[src/rtl/shift16_tx_sequencer.sv]
// shift16_tx_sequencer: drives an LPM_SHIFTREG's control pins to emit start/data/stop framed serial words
module shift16_tx_sequencer #(
  parameter int   lpm_width  = 16,
  parameter int   BIT_CYCLES = 4,
  parameter int   STOP_BITS  = 1,
  parameter int   GAP_CYCLES = 0,
  parameter logic FILL_BIT   = 1'b0
) (
  input  logic Clock,
  input  logic Sclr,
  input  logic Req,
  output logic Ack,
  output logic Busy,
  output logic Done,
  output logic TxD,
  output logic SR_Load,
  output logic SR_Enable,
  output logic SR_ShiftIn,
  input  logic SR_ShiftOut
);
  localparam int DW = BIT_CYCLES > 1 ? $clog2(BIT_CYCLES) : 1;
  localparam int BW = $clog2(lpm_width);
  localparam int GW = GAP_CYCLES > 1 ? $clog2(GAP_CYCLES) : 1;
  typedef enum logic [2:0] {IDLE, START, SHIFT, STOP, GAP} state_t;
  state_t state, state_nx;
  logic [DW-1:0] div_cnt, div_nx;
  logic [BW-1:0] bit_cnt, bit_nx;
  logic stop_cnt, stop_nx;
  logic [GW-1:0] gap_cnt, gap_nx;
  logic div_last, bit_last, stop_last, gap_last;
  assign div_last = div_cnt == DW'(BIT_CYCLES - 1);
  assign bit_last = bit_cnt == BW'(lpm_width - 1);
  assign stop_last = stop_cnt == 1'(STOP_BITS - 1);
  assign gap_last = gap_cnt == GW'(GAP_CYCLES - 1);
  assign Busy = state != IDLE;
  assign SR_ShiftIn = FILL_BIT;
  assign TxD = (state == START) ? 1'b0 : (state == SHIFT) ? SR_ShiftOut : 1'b1;
  // state and counter registers; Sclr abandons any frame in progress
  always_ff @(posedge Clock)
    if (Sclr) begin
      state <= IDLE;
      div_cnt <= '0;
      bit_cnt <= '0;
      stop_cnt <= 1'b0;
      gap_cnt <= '0;
    end else begin
      state <= state_nx;
      div_cnt <= div_nx;
      bit_cnt <= bit_nx;
      stop_cnt <= stop_nx;
      gap_cnt <= gap_nx;
    end
  // next-state, counter updates and register control strobes
  always_comb begin
    state_nx = state;
    div_nx = div_cnt;
    bit_nx = bit_cnt;
    stop_nx = stop_cnt;
    gap_nx = gap_cnt;
    Ack = 1'b0;
    Done = 1'b0;
    SR_Load = 1'b0;
    SR_Enable = 1'b0;
    case (state)
      IDLE: if (Req && !Sclr) begin
        Ack = 1'b1;
        SR_Load = 1'b1;
        SR_Enable = 1'b1;
        state_nx = START;
      end
      START: begin
        div_nx = div_last ? '0 : div_cnt + 1'b1;
        if (div_last) state_nx = SHIFT;
      end
      SHIFT: begin
        div_nx = div_last ? '0 : div_cnt + 1'b1;
        if (div_last) begin
          SR_Enable = 1'b1;
          bit_nx = bit_last ? '0 : bit_cnt + 1'b1;
          if (bit_last) state_nx = STOP;
        end
      end
      STOP: begin
        div_nx = div_last ? '0 : div_cnt + 1'b1;
        if (div_last) begin
          stop_nx = stop_last ? 1'b0 : stop_cnt + 1'b1;
          if (stop_last) begin
            Done = 1'b1;
            state_nx = GAP_CYCLES > 0 ? GAP : IDLE;
          end
        end
      end
      GAP: begin
        gap_nx = gap_last ? '0 : gap_cnt + 1'b1;
        if (gap_last) state_nx = IDLE;
      end
      default: state_nx = IDLE;
    endcase
  end
endmodule
[config.mk]
export PLATFORM = sky130hd
export DESIGN_NAME = shift16_tx_sequencer
export DESIGN_NICKNAME = d
export VERILOG_FILES = /design/src/rtl/shift16_tx_sequencer.sv
export SDC_FILE = /design/constraint.sdc
export NUM_CORES = 1
export LEC_CHECK = 0
export ABC_AREA = 1
export CORE_AREA = 8 8 45 47
export DETAILED_ROUTE_END_ITERATION = 8
export DIE_AREA = 0 0 53 55
export GPL_ROUTABILITY_DRIVEN = 0
export MAX_ROUTING_LAYER = met4
export SLEW_MARGIN = 10
export SYNTH_ARGS = -nofsm -noshare
export SYNTH_HDL_FRONTEND = slang
export SYNTH_SLANG_ARGS = --single-unit
[constraint.sdc]
create_clock -name Clock -period 1.5 [get_ports Clock]
set_clock_uncertainty 0.05 [all_clocks]
set_input_delay 0.3 -clock Clock [delete_from_list [all_inputs] [get_ports Clock]]
set_output_delay 0.3 -clock Clock [all_outputs]
set_load 0.05 [all_outputs]
# After elaboration in Yosys (flattened, before gate mapping)
# Cells that the tools add are included.
[word_totals]
register_bits = 11
[classes]
n_mux = 21
eq_ne = 13
reduce_logical = 8
n_addsub = 4
[op_table]
columns = ["operator", "n"]
rows = [
  ["$mux W3", 7],
  ["$pmux W3 S5", 1],
  ["$ne A2 B2 Y1 const B", 7],
  ["$mux W1", 10],
  ["$reduce_and A7 Y1", 1],
  ["$eq A3 B2 Y1 const B", 2],
  ["$add A4 B1 Y4 const B", 1],
  ["$eq A4 B4 Y1 const B", 1],
  ["$mux W4", 1],
  ["$reduce_and A2 Y1", 2],
  ["$eq A3 B1 Y1 const B", 1],
  ["$eq A3 B3 Y1 const B", 1],
  ["$logic_not A3 Y1", 1],
  ["$reduce_bool A3 Y1", 1],
  ["$reduce_or A3 Y1", 1],
  ["$add A1 B1 Y1 const B", 2],
  ["$add A2 B1 Y2 const B", 1],
  ["$eq A2 B2 Y1 const B", 1],
  ["$mux W2", 1],
  ["$pmux W1 S2", 1],
  ["$logic_and A1 B1 Y1", 1],
  ["$logic_not A1 Y1", 1],
]

# Logic depth before layout (Yosys ltp)
# Gate-level depths: netlist of run 1.
[logic_depth]
word_depth = 4
depth_mapped = 9
depth_no_buf = 9

# Worst setup path before layout of run 1
# OpenSTA, ideal clock, no wires.
[synth_timing]
path_type = "reg-to-output"
start = "register state[0]"
end = "output port SR_Enable"
path_stages_with_launch = 5
t_arrival_ns = 2.079
path_slack_ns = -0.929
path_cell_list = "dfxtp_1 inv_1 ha_1 inv_1 o21ai_0"
[synth_between]
elab_chain_cells = 2
[synth_rtl]
columns = ["element", "line_no", "source"]
rows = [
  ["from (decl)", "25", "state_t state, state_nx;"],
  ["from (signal assigned)", "47", "state <= state_nx;"],
  ["$eq A3 B2 Y1 or $logic_not A3 Y1 (tied branches)", "64", "case (state)"],
  ["$pmux W1 S2 (*)", "64", ""],
  ["to (decl)", "17", "output logic SR_Enable,"],
]
# Mark *: on every way between the ends. The rest lies on a longest branch, timed or not.

# Worst setup path in the final report of run 1
# Same ends and word-level chain as after synthesis.

==> results.cfg, run 1 <==
[placed_design]
dpl.hpwl_um = 853.4
io_buffers = 9
placed_cell_area_um2 = 735.7

[run_status]
outcome = complete, but fails checks
failed_checks = negative setup slack

[route]
firstDrtPassIters = 4
routed_wl_um = 1115
post-route-drc-count = 0
vias_per_cell = 4.533
ant_nets = 0
vias = 476
drt_iter0_drc = 7
routedWlPerCell_um = 10.62

[final_layout]
layout_common_cells = 13 x nand2_1, 13 x nor2_1, 7 x inv_1, 6 x buf_12
fin_nets = 102
nFillCells = 129
final_area_um2 = 792.0
drive_above_1_share_pct = 34.83
antenna_cells = 0
area_delta_synth_final_pct = 53.27

[clock_tree]
cts-root-buf = clkbuf_4
cts_buffer_depth = 2
numCtsBuffers = 3
clkLatencyLatePin_ns = 0.25
ctsHoldBuffers = 0
cts_tree = done
cts.htree.levels = 1
cts_num_sinks = 8
path_clk_slew_ns = 0.06

[yosys]
syn-instance-count = 74
ys_seq_area_share_pct = 30.99
netlist_area_um2 = 516.7
yosysWarnings = 0
synthArstFlopShare_pct = 0
ys_ff_latch = 8
synth_nets = 85
avgSynthCellArea_um2 = 6.983
ys_types = 17
synth_edf_count = 0
synth_ff_type = dfxtp_1

[timing]
hold_violations = 0
fin_crit_ns = 1.625
worst_slack_ns = -0.1254
rsz0062_at_grt = true
tns_ns = -0.5725
slew_violations = 0
fin_crit_sh_pct = 108.4
fmax_mhz = 615.2
setup_violations = 5

[power_and_ir_drop]
p_leak_nw = 0.3647
ir_worst_vdd_uv = 1116
p_per_area_nw_per_um2 = 1982

[grt]
grt_pass1_vias = 479
grt_start_max_net_pins = 6
grt_remaining_overflow = 0
antenna_found_initial = 0
grt_pass1_wl_um = 1994
grt_usage_pct = 9.465

[setup_path]
max_stage_delay_ns = 0.34
critPathBufInv = 3
cp_data_arrival_time_ns = 1.28
crit_path_cell_trace = inv_4 > ha_4 > clkinvlp_4 > o21ai_4 > buf_12
worst_path_dominant_cell_family = buffers and inverters
cp_slowest_cell = dfxtp_2
startpoint_type = flop
path_class = reg -> out
required_ns = 1.15
endpoint_kind = primary output
crit_path_max_fanout = 4

[flow_run]
drv_cap = 0

[floorplan]
die_area_um2 = 2915
die_y_um = 55
io_pins = 11
dieWidth_um = 53
initial_utilization_pct = 37.34
core-area_um2 = 1384
rows = 14

[worst_hold_path]
hp-class = reg -> reg
## cells in the mapped netlist (2+ instances only)
| cell | number | area [um2] |
|---|---|---|
| ha_1 | 7 | 87.58 |
| a21oi_1 | 2 | 10.01 |
| nor2_1 | 14 | 52.55 |
| o21ai_0 | 4 | 20.02 |
| nand3_1 | 2 | 10.01 |
| inv_1 | 10 | 37.54 |
| nand4_1 | 2 | 12.51 |
| dfxtp_1 | 8 | 160.2 |
| nand2_1 | 13 | 48.80 |
| inv_2 | 2 | 7.510 |
| buf_4 | 2 | 15.01 |
| nand2_2 | 3 | 18.77 |
## power breakdown
part / switching (W) / internal (W) / leakage, nW / total (W)
registers: 0.0000650 / 0.000273 / 0.0663 / 0.000338
clock network: 0.0000767 / 0.0000918 / 0.0138 / 0.000168
logic: 0.000592 / 0.000472 / 0.285 / 0.00106
total: 0.000734 / 0.000836 / 0.365 / 0.00157
## area by class of cell
type / instances / area (um2) / area share [%]
Clock buffer: 3 / 22.52 / 2.844
Inverter: 12 / 53.80 / 6.793
Multi-Input combinational cell: 52 / 344.1 / 43.44
Sequential cell: 8 / 163.9 / 20.70
Tap cell: 16 / 20.02 / 2.528
Timing Repair Buffer: 14 / 187.7 / 23.70
## kinds of logic (layout without fill, tap and decap cells)
group,after synthesis,count (layout),share of synthesized area (%)
compound gates,7,7,7.990
xor+xnor,1,1,1.695
simple gates,36,36,30.02
flops,8,8,30.99
buf+inv,14,29,11.62
fa+ha+maj,7,7,16.95
other cells,1,1,0.7257
## routing by layer
layer | up-vias | part of all wire, % | global-route usage [%]
li1 | 257 | - | -
met3 | 2 | 4.7 | 5.882
met4 | 0 | 0.72 | 1.293
met1 | 207 | 43 | 9.893
met2 | 10 | 51 | 15.23
met5 | - | 0 | -
## worst register-to-register path, delay by kind of cell, from the launching register on
family / cells / cell delay, ns
flip-flops: 1 / 0.34
adder cells (fa/ha/maj): 1 / 0.22
buffers and inverters: 2 / 0.18
AND/OR/NAND/NOR: 6 / 0.40
## final timing paths
path / start / to / slack [ns] / cells after the start
min reg2reg: bit_cnt[3] / bit_cnt[3] / 0.48 / 3
min: bit_cnt[3] / bit_cnt[3] / 0.48 / 3
max reg2reg: state[0] / bit_cnt[3] / 0.19 / 9
max: state[0] / SR_Enable / -0.13 / 5
## flip-flops by register name, summed over array words and instances, names as in the netlist
register  count
bit_cnt       4
div_cnt       2
state         2
## stage by stage
| stage | hold WS (ns) | total power, W | utilization [%] | instances | worst slack, ns |
|---|---|---|---|---|---|
| after floorplan | 0.3224 | 0.0009680 | - | 74 | -0.3035 |
| after global placement | 0.4317 | 0.001312 | 53.16 | 101 | -0.06331 |
| after detailed placement | 0.4350 | 0.001325 | 53.16 | 101 | -0.07613 |
| after CTS | 0.4736 | 0.001562 | 56.96 | 105 | -0.1449 |
| after global routing | 0.5130 | 0.001697 | 57.23 | 105 | -0.1952 |
| final | 0.4759 | 0.001570 | 57.23 | 105 | -0.1254 |
## repair_timing
item,4_1_cts,5_1_grt
buffers inserted,1,0
endpoints found under the setup margin,6,6
pin swaps,4,0
resized for setup,4,2
(Power assumes the default switching activity.)
==> inputs of run 2 (changes only) <==
Settings changed: CORE_AREA 8 8 45 47 to 2 2 39 41, DIE_AREA 0 0 53 55 to 0 0 41 43.
==> run 2 against run 1 <==
The run still ends with negative setup slack left. Via count is 1.1% lower. Setup slack better by 0.0066 ns. Clock power about the same. Non-clock buffer count stayed put. Critical endpoint is now SR_Load. Largest cell class unchanged. Routed wire length is 13% lower.
==> results.cfg, run 2 (synthesized netlist as in run 1, its figures left out) <==
[placed_design]
placed_cell_area_um2 = 735.7
dpl.hpwl_um = 802.8
dp_worst_setup_slack_ns = -0.07731
dp.cells = 101
io_buffers = 9

[timing]
slew_violations = 0
fin_crit_sh_pct = 107.9
setup_violations = 5
fin_crit_ns = 1.619
fmax_mhz = 617.7
holdWs_ns = 0.4674
rsz0062_at_grt = true
worst_slack_ns = -0.1188
hold_violations = 0

[clock_tree]
cts_tree = done
cts_num_sinks = 8
cts-root-buf = clkbuf_4
path_clk_slew_ns = 0.06
cts.htree.levels = 1
cts_buffer_depth = 2
numCtsBuffers = 3
clkLatencyLatePin_ns = 0.25

[final_layout]
regArea_um2 = 166.4
nFillCells = 124
drive_above_1_share_pct = 34.83
area_delta_synth_final_pct = 52.30
reg.largest.list = bit_cnt (4), div_cnt (2), state (2)
fin_nets = 102
layout_common_cells = 13 x nand2_1, 13 x nor2_1, 7 x inv_1, 6 x buf_12
antenna_cells = 0
largest_register_ffs = 4
final_area_um2 = 787.0
top_register = bit_cnt
finalNonFillerCells = 105
multiInputGateArea_um2 = 336.6

[setup_path]
max_stage_delay_ns = 0.36
crit_path_max_fanout = 4
endpoint_kind = primary output
path_class = reg -> out
worst_path_dominant_cell_family = flip-flops
required_ns = 1.15
crit_path_cell_trace = inv_4 > ha_4 > clkinvlp_4 > nor2_4 > buf_12
critPathBufInv = 3
cp_data_arrival_time_ns = 1.27
startpoint_type = flop
cp_slowest_cell = dfxtp_4

[floorplan]
die_area_um2 = 1763
core-area_um2 = 1384
rows = 14
io_pins = 11
die_y_um = 43
initial_utilization_pct = 37.34
dieWidth_um = 41

[route]
ant_nets = 0
routedWlPerCell_um = 9.200
routed_wl_um = 966
vias = 471
post-route-drc-count = 0
drt_iter0_drc = 5
firstDrtPassIters = 3
vias_per_cell = 4.486

[power_and_ir_drop]
p_leak_nw = 0.3645
combinationalPowerShare_pct = 67.1
p_int_w = 0.0008386
p_per_area_nw_per_um2 = 1958
ir_worst_vdd_uv = 1166
p_sw_w = 0.0007024
clkPwrFrac_pct = 10.8
power_w = 0.001541
pwr-share-seq_pct = 22.1
swShare_pct = 45.58

[grt]
grt_pass1_wl_um = 1642
grt_usage_pct = 14.54
antenna_found_initial = 0
grt_pass1_vias = 427
grt_remaining_overflow = 0
grt_start_max_net_pins = 6

[run_status]
outcome = complete, but fails checks
failed_checks = negative setup slack

[flow_run]
drv_cap = 0

[worst_hold_path]
hp-class = reg -> reg
==> run 2: cell counts in the layout (fill, tap and decap cells not counted) <==
No cell type changed its count.
==> run 2: worst min-delay path: stages, from the launching register on <==
cell and delay, ns:
dfxtp_1 0.33, nor2_1 0.10, nor2_1 0.05
==> run 2: final timing paths <==
kind | startpoint | end | slack, ns | cells past startpoint
setup / recovery | state[1] | SR_Load | -0.12 | 5
hold / removal | bit_cnt[1] | bit_cnt[1] | 0.47 | 2
setup reg to reg | state[0] | bit_cnt[3] | 0.18 | 9
hold reg to reg | bit_cnt[1] | bit_cnt[1] | 0.47 | 2
==> run 2: layer usage <==
metal / vias to the layer above / wire length [um] / global-route usage [%]
met5: - / 0 / -
met4: 0 / 5 / 4.667
met3: 2 / 40 / 9.424
met2: 5 / 468 / 20.31
met1: 206 / 453 / 16.50
li1: 258 / - / -
==> run 2: stage by stage <==
step	util (%)	TNS (ns)
after floorplan	-	-0.6613
after global placement	53.16	-0.2233
after detailed placement	53.16	-0.3197
after CTS	55.70	-0.6063
after global routing	56.87	-0.8524
final	56.87	-0.5372
==> run 2: cell type report <==
class,count,share of cell area [%]
multi-input combinational,52,42.77
timing repair buffer,14,23.85
sequential,8,21.14
inverter,12,6.836
clock buffer,3,2.862
tap,16,2.544
==> run 2: power groups by stage <==
stage / registers, W / logic, W / clock network [W]
after global placement: 0.000316 / 0.000992 / 0
after floorplan: 0.000309 / 0.000659 / 0
after CTS: 0.000320 / 0.00103 / 0.000173
final: 0.000340 / 0.00103 / 0.000167
after global routing: 0.000347 / 0.00113 / 0.000181
after detailed placement: 0.000317 / 0.00101 / 0
==> run 2: timing repair <==
action,in CTS,in global routing
pin swaps,3,2
buffers inserted,1,0
endpoints found under the setup margin,6,6
hold buffers,0,0
resized for setup,2,4
